**src/rtl/soft_rst_pkg.sv**
```systemverilog
// Shared definitions for the soft-reset requester: FSM states, register map,
// CAUSE bit positions and the default command key.
package soft_rst_pkg;

  typedef enum logic [2:0] {
    ST_IDLE  = 3'd0,
    ST_COUNT = 3'd1,
    ST_REQ   = 3'd2,
    ST_HOLD  = 3'd3,
    ST_DONE  = 3'd4
  } soft_rst_state_e;

  // Word offsets, decoded from paddr[3:2]
  localparam logic [1:0] ADDR_CTRL  = 2'd0;
  localparam logic [1:0] ADDR_DELAY = 2'd1;
  localparam logic [1:0] ADDR_CAUSE = 2'd2;
  localparam logic [1:0] ADDR_WDT   = 2'd3;

  localparam int CAUSE_CORE = 0;
  localparam int CAUSE_SYS  = 1;
  localparam int CAUSE_WDT  = 2;
  localparam int CAUSE_POR  = 3;

  localparam logic [3:0] CAUSE_RESET     = 4'b1000;
  localparam logic [7:0] RST_KEY_DEFAULT = 8'h5A;

endpackage

```
**src/rtl/soft_rst_wdt.sv**
```systemverilog
// Watchdog counter for the soft-reset requester (built only with SOFT_RST_WDT_EN).
// A keyed write loads enable/reload and restarts the count; expiry pulses for one cycle.
module soft_rst_wdt
  import soft_rst_pkg::*;
(
  input  logic        sys_clk,
  input  logic        mcu_rst_signal,
  input  logic        i_wr,
  input  logic [31:0] i_wdata,
  output logic        o_expire,
  output logic [31:0] o_rdata
);

  logic        r_en;
  logic [15:0] r_reload;
  logic [15:0] r_cnt;
  logic        w_unused;

  assign w_unused = ^i_wdata[30:16];
  assign o_expire = r_en && (r_cnt == 16'd0);
  assign o_rdata  = {r_en, 15'd0, r_reload};

  // Expiry always reloads; the requester decides whether to act on the pulse.
  always_ff @(posedge sys_clk or negedge mcu_rst_signal) begin
    if (!mcu_rst_signal) begin
      r_en     <= 1'b0;
      r_reload <= 16'd0;
      r_cnt    <= 16'd0;
    end else if (i_wr) begin
      r_en     <= i_wdata[31];
      r_reload <= i_wdata[15:0];
      r_cnt    <= i_wdata[15:0];
    end else if (r_en) begin
      r_cnt <= (r_cnt == 16'd0) ? r_reload : r_cnt - 16'd1;
    end
  end

endmodule

```
**src/rtl/soft_rst_req_ctrl.sv**
```systemverilog
// APB soft-reset requester: keyed, delayed core/system reset requests held until
// the reset controller acknowledges. Optional watchdog at 0xC via SOFT_RST_WDT_EN.
module soft_rst_req_ctrl
  import soft_rst_pkg::*;
#(
  parameter int         PULSE_CYCLES = 16,
  parameter logic [7:0] RST_KEY      = RST_KEY_DEFAULT
) (
  input  logic        sys_clk,
  input  logic        mcu_rst_signal,
  input  logic        psel,
  input  logic        penable,
  input  logic        pwrite,
  input  logic [3:0]  paddr,
  input  logic [31:0] pwdata,
  output logic [31:0] prdata,
  output logic        pready,
  output logic        pslverr,
  input  logic        pad_cpu_rst_b,
  input  logic        sys_resetn,
  output logic [1:0]  cpu_pad_soft_rst,
  output logic [2:0]  o_dbg_state
);

  localparam logic [7:0] PULSE_LOAD = 8'(PULSE_CYCLES - 1);

  soft_rst_state_e r_state, w_state_nxt;
  logic [7:0]  r_cnt, w_cnt_nxt;
  logic [7:0]  r_pcnt, w_pcnt_nxt;
  logic [1:0]  r_req, w_req_nxt;
  logic        r_wdt_src, w_wdt_src_nxt;
  logic [1:0]  r_soft_rst, w_soft_rst_nxt;
  logic [7:0]  r_delay;
  logic [3:0]  r_cause;
  logic [3:0]  w_cause_set;
  logic [3:0]  w_cause_clr;

  logic        w_wr, w_key_ok, w_ctrl_err, w_ctrl_go, w_ack;
  logic [1:0]  w_sel;
  logic        w_wdt_expire, w_wdt_err;
  logic [31:0] w_wdt_rdata;
  logic        w_unused;

  assign w_wr     = psel && penable && pwrite;
  assign w_sel    = paddr[3:2];
  assign w_key_ok = (pwdata[15:8] == RST_KEY);

  assign w_ctrl_err = w_wr && (w_sel == ADDR_CTRL) &&
                      (!w_key_ok || (pwdata[1:0] == 2'b00) || (r_state != ST_IDLE));
  assign w_ctrl_go  = w_wr && (w_sel == ADDR_CTRL) && !w_ctrl_err;

`ifdef SOFT_RST_WDT_EN
  logic w_wdt_wr;
  assign w_wdt_wr  = w_wr && (w_sel == ADDR_WDT) && w_key_ok;
  assign w_wdt_err = w_wr && (w_sel == ADDR_WDT) && !w_key_ok;
  assign w_unused  = ^paddr[1:0];

  soft_rst_wdt u_wdt (
    .sys_clk        (sys_clk),
    .mcu_rst_signal (mcu_rst_signal),
    .i_wr           (w_wdt_wr),
    .i_wdata        (pwdata),
    .o_expire       (w_wdt_expire),
    .o_rdata        (w_wdt_rdata)
  );
`else
  assign w_wdt_expire = 1'b0;
  assign w_wdt_err    = 1'b0;
  assign w_wdt_rdata  = 32'd0;
  assign w_unused     = ^{paddr[1:0], pwdata[31:16]};
`endif

  assign pready           = 1'b1;
  assign pslverr          = w_ctrl_err || w_wdt_err;
  assign cpu_pad_soft_rst = r_soft_rst;
  assign o_dbg_state      = r_state;

  // System request takes ack priority when both bits are set.
  assign w_ack       = r_req[1] ? !sys_resetn : !pad_cpu_rst_b;
  assign w_cause_clr = (w_wr && (w_sel == ADDR_CAUSE)) ? pwdata[3:0] : 4'h0;

  always_comb begin
    prdata = 32'd0;
    if (psel && !pwrite) begin
      case (w_sel)
        ADDR_DELAY: prdata = {24'd0, r_delay};
        ADDR_CAUSE: prdata = {28'd0, r_cause};
        ADDR_WDT:   prdata = w_wdt_rdata;
        default:    prdata = 32'd0;
      endcase
    end
  end

  always_comb begin
    w_state_nxt   = r_state;
    w_cnt_nxt     = r_cnt;
    w_pcnt_nxt    = r_pcnt;
    w_req_nxt     = r_req;
    w_wdt_src_nxt = r_wdt_src;
    w_cause_set   = 4'h0;
    case (r_state)
      ST_IDLE: begin
        if (w_ctrl_go) begin
          w_state_nxt   = ST_COUNT;
          w_req_nxt     = pwdata[1:0];
          w_cnt_nxt     = r_delay;
          w_wdt_src_nxt = 1'b0;
        end
      end
      ST_COUNT: begin
        if (r_cnt == 8'd0) w_state_nxt = ST_REQ;
        else               w_cnt_nxt   = r_cnt - 8'd1;
      end
      ST_REQ: begin
        if (w_ack) begin
          w_state_nxt = ST_HOLD;
          w_pcnt_nxt  = PULSE_LOAD;
          if (r_wdt_src)     w_cause_set[CAUSE_WDT]  = 1'b1;
          else if (r_req[1]) w_cause_set[CAUSE_SYS]  = 1'b1;
          else               w_cause_set[CAUSE_CORE] = 1'b1;
        end
      end
      ST_HOLD: begin
        if (r_pcnt == 8'd0) w_state_nxt = ST_DONE;
        else                w_pcnt_nxt  = r_pcnt - 8'd1;
      end
      ST_DONE: begin
        if (pad_cpu_rst_b && sys_resetn) w_state_nxt = ST_IDLE;
      end
      default: w_state_nxt = ST_IDLE;
    endcase
    // Watchdog expiry preempts a pending delay but never an active request.
    if (w_wdt_expire && ((r_state == ST_IDLE) || (r_state == ST_COUNT))) begin
      w_state_nxt   = ST_REQ;
      w_req_nxt     = 2'b10;
      w_cnt_nxt     = 8'd0;
      w_wdt_src_nxt = 1'b1;
    end
    w_soft_rst_nxt = ((w_state_nxt == ST_REQ) || (w_state_nxt == ST_HOLD)) ? w_req_nxt : 2'b00;
  end

  always_ff @(posedge sys_clk or negedge mcu_rst_signal) begin
    if (!mcu_rst_signal) begin
      r_state    <= ST_IDLE;
      r_cnt      <= 8'd0;
      r_pcnt     <= 8'd0;
      r_req      <= 2'b00;
      r_wdt_src  <= 1'b0;
      r_soft_rst <= 2'b00;
      r_delay    <= 8'd0;
      r_cause    <= CAUSE_RESET;
    end else begin
      r_state    <= w_state_nxt;
      r_cnt      <= w_cnt_nxt;
      r_pcnt     <= w_pcnt_nxt;
      r_req      <= w_req_nxt;
      r_wdt_src  <= w_wdt_src_nxt;
      r_soft_rst <= w_soft_rst_nxt;
      // A set in the same cycle as a software clear wins.
      r_cause    <= (r_cause & ~w_cause_clr) | w_cause_set;
      if (w_wr && (w_sel == ADDR_DELAY)) r_delay <= pwdata[7:0];
    end
  end

endmodule
```
**config.mk**
```make
export PLATFORM = sky130hd
export DESIGN_NAME = soft_rst_req_ctrl
export DESIGN_NICKNAME = d
export VERILOG_FILES = /design/src/rtl/soft_rst_pkg.sv /design/src/rtl/soft_rst_wdt.sv /design/src/rtl/soft_rst_req_ctrl.sv
export SDC_FILE = /design/constraint.sdc
export NUM_CORES = 1
export LEC_CHECK = 0
export CAP_MARGIN = 0
export CORE_MARGIN = 8
export CORE_UTILIZATION = 41
export CTS_BUF_LIST = sky130_fd_sc_hd__clkbuf_4 sky130_fd_sc_hd__clkbuf_8
export CTS_CLUSTER_SIZE = 30
export DETAILED_ROUTE_END_ITERATION = 7
export PLACE_DENSITY = 0.84
export SETUP_SLACK_MARGIN = 0.02
export SLEW_MARGIN = 5
export SYNTH_ARGS = -nofsm -noshare
export SYNTH_HDL_FRONTEND = slang
export SYNTH_SLANG_ARGS = --single-unit
```
**constraint.sdc**
```tcl
create_clock -name sys_clk -period 1.9 [get_ports sys_clk]
set_input_delay 0.38 -clock sys_clk [delete_from_list [all_inputs] [get_ports sys_clk]]
set_output_delay 0.38 -clock sys_clk [all_outputs]
set_load 0.01 [all_outputs]
```
==> impl_summary.txt <==
----------------------------------------------------
[Status]
  Outcome ... finished clean

[Worst setup path]
  Reg-to-reg setup timing slack ... 80 ps
  Reg-to-reg critical path endpoint ... cpu_pad_soft_rst[1]
  CP bufs+invs ... 2
  Max incr delay on CP ... 450 ps
  Delay-heaviest family, CP ... buffers and inverters
  Critical-path cell with the highest stage delay ... clkdlybuf4s50_1
  Critical Path RT ... about 1500 ps
  Number of cells traversed by the worst register-to-register path ... 6
  Crit path capture type ... output port
  Data arrival time at the worst-slack endpoint ... 1510 ps
  Cell-by-cell trace of the critical path ... clkdlybuf4s50_1 > nor4b_2 > o2111a_2 > nor2b_2 > buf_2
  Critical path peak fanout ... 2
  Worst Setup Start Kind ... input pin
  Startpoint-to-endpoint class of the critical path ... input pin to output port
  Origin of the critical flop-to-flop path ... o_dbg_state[0]

[Synthesis]
  Async set-reset flop share out of synthesis ... 1.00
  Cells taking the most area after synthesis ... dfrtp_1, buf_4, mux2_2
  Mean instance size in the synthesized netlist ... 9.83 µm²
  Leading register cell type out of synthesis ... dfrtp_1
  Area fraction of the dominant cell type after synthesis ... 0.406
  Most numerous cell in the Yosys netlist ... dfrtp_1
  Sequential fraction of the synthesis area ... 0.419
  Number of synthesized flops with an enable pin ... 0
  Post-synthesis cell type with the largest combined area ... dfrtp_1
  Yosys reg bits ... 35
  Cells after synthesis ... approximately 210
  Synth top cells by count ... dfrtp_1, buf_4, nor2_1
  Synth unique cells ... 51
  Synthesis warning total ... 0
  Synthesized cell area ... 2090 µm²

[Floorplanning]
  Area of the core region ... 5010 µm²
  Die span in x ... 87.5 µm
  IO Pins ... 82
  Height of the die ... between 80 and 90 µm
  Number of placement rows ... 26
  Starting density of the core ... 0.418
  Die Area ... 7650 µm²

[Clocking]
  Buffer levels on the longest clock path ... 2
  Clock tree from TritonCTS ... built
  Clock buffers created by TritonCTS ... 5
  Insertion delay of the later-clocked pin in the worst-skew pair ... 290 ps
  H-Tree Depth ... 2
  Cell chosen for the clock root ... clkbuf_8
  # clock sinks ... 35
  Clock transition at the register clock pins on the worst setup and hold paths after CTS ... about 60 ps

[STA]
  Hold_ws ... 495 ps
  Slack of the critical path ... 11.6 ps
  Worst clock skew on the final layout ... 3.75 ps
  Count of endpoints failing setup in the final report ... 0
  Setup repair after global routing missed its margin ... true
  Upper clock frequency limit ... 0.530 GHz
  Time the worst path needs with I/O delays and setup ... 1890 ps
  Part of the cycle the worst path needs ... 0.994
  Hold Vio Cnt, Final ... 0
  Pins over their slew limit ... 0

[Global route]
  Global-route wire length before repair ... about 8.3 mm
  Total global-route track usage ... 0.140
  Via count of the first global-routing pass ... about 1800
  Number of antenna violations at the first check in global routing ... 0
  Pin count of the biggest net entering global routing ... 36
  Leftover overflow at the end of global routing ... 0

[Layout]
  Post-synthesis to final-layout area growth ... 33.8%
  Layout net count ... 325
  Total area of multi-input combinational cells ... 1150 µm²
  Combined flip-flop and latch cell area ... between 800 and 900 µm²
  Antenna diode count ... 0
  Final instance count without filler cells ... 347
  Post-layout util ... 0.559
  Layout cell share with drive strength beyond 1 ... 0.285
  Fillers ... 431

[Routing]
  Via-to-Cell Ratio ... 5.07
  Number of nets with antenna violations after detailed routing ... 0
  Per-cell routed wire length ... between 10 and 15 µm
  DRT Wirelength ... 5.14 mm
  Detailed router's first-iteration violation count ... 108
  DRC viols ... 0
  First-pass DRT Iterations ... 4
  Via total after detailed routing ... 1760

[Pwr]
  Overall Power ... 3.10 mW
  Total power divided by cell area ... ~1100 nW/µm²
  Static Leakage ... 1.28 nW
  IR Drop Worst-Case VDD ... 579 µV

[Min path]
  Path category of the worst min-delay check ... input pin to asynchronous set/reset pin

[Placed design]
  Cell count after placement ... 339
  Half-perimeter wire length after placement ... 3.92 mm
  I/O Buffers ... 38
  Final GP Congestion ... 0.863
  Post-Place Worst Slack ... -600 ps

[Job]
  Number of maximum-capacitance violations ... 0

----------------------------------------------------
registers in the layout, indices dropped and copies added, names as in the netlist:
| signal | cells |
|---|---|
| cpu_pad_soft_rst | 2 |
| o_dbg_state | 3 |
| r_cause | 4 |
| r_cnt | 8 |
| r_delay | 8 |
| r_pcnt | 8 |
| r_req | 2 |
worst register-to-register path: cells and delay by family (launching register included):
| kind | cells | cell delay [ps] |
|---|---|---|
| AO/OA/AOI/OAI | 1 | 290 |
| flip-flops | 1 | 410 |
| AND/OR/NAND/NOR | 3 | 570 |
| multiplexers | 1 | 300 |
| buffers and inverters | 1 | 150 |
how the worst max path moves through the flow:
| stage | cells past startpoint | start | to | slack, ps |
|---|---|---|---|---|
| after floorplan | 7 | r_cnt[0] | r_cnt[7] | 30 |
| after CTS | 5 | psel | pslverr | 20 |
| final | 5 | pwdata[9] | pslverr | 10 |
| after global placement | 6 | paddr[2] | prdata[5] | -570 |
| after detailed placement | 6 | paddr[3] | prdata[4] | -600 |
| after global routing | 8 | r_cnt[1] | r_cnt[6] | -30 |
cell type report:
type,count,share of cell area
multi-input combinational,162,0.411
sequential,35,0.314
timing repair buffer,63,0.193
tap,70,0.0313
clock buffer,6,0.0273
inverter,10,0.0134
clock inverter,1,0.0107
timing repair:
action | 4_1_cts | 5_1_grt
pin swaps | 10 | 5
buffers inserted | 2 | 0
endpoints found under the setup margin | 13 | 19
gates resized for setup | 57 | 12
cloned | 0 | 0
hold buffers | 0 | 0
where the power goes:
group / internal, mW / switching, mW / leakage [nW] / total (mW)
combinational: 0.621 / 0.664 / 0.798 / 1.28
clock: 0.398 / 0.254 / 0.0547 / 0.652
sequential: 0.957 / 0.205 / 0.431 / 1.16
metrics by stage:
stage / instance area, µm² / setup TNS [ps]
3_3_place_gp: 2640 / -8490
6_report: 2800 / 0
2_1_floorplan: 2180 / 0
5_1_grt: 2800 / -152
4_1_cts: 2770 / 0
3_5_place_dp: 2640 / -9480
cells in the final DEF (no fill, tap or decap), types with 3 or more instances in the layout:
master / netlist / final
dfrtp_1: 34 / 33
conb_1: 2 / 25
buf_4: 25 / 23
clkdlybuf4s50_1: 0 / 22
nor2_1: 19 / 18
a21oi_1: 10 / 10
inv_1: 10 / 9
mux2_2: 10 / 9
nand2_1: 10 / 9
buf_2: 2 / 9
nor3_1: 6 / 6
xor2_1: 6 / 6
a211oi_1: 5 / 5
and3_1: 6 / 5
clkbuf_8: 0 / 5
nand2b_1: 3 / 3
and2_1: 3 / 3
nor2b_1: 4 / 3
a22oi_2: 0 / 3
o21ai_0: 3 / 3
o21ai_2: 2 / 3
dlymetal6s2s_1: 0 / 3
cells by family after synthesis:
group | share of synthesized area
and+or+nand+nor | 0.180
AOI/OAI and AO/OA | 0.173
buffers and inverters | 0.116
DFF | 0.419
muxes | 0.0538
xor gates and xnor gates | 0.0251
adders and majority gates | 0.0299
other | 0.00359
layer usage:
metal  vias up  global-route usage  part of all wire
li1        843                   -                 -
met1       847               0.152              0.39
met2        60               0.238              0.52
met3        10              0.0377             0.067
met4         0              0.0781             0.028
met5         -                   0                 0
Power figures use the tool's default switching activity.
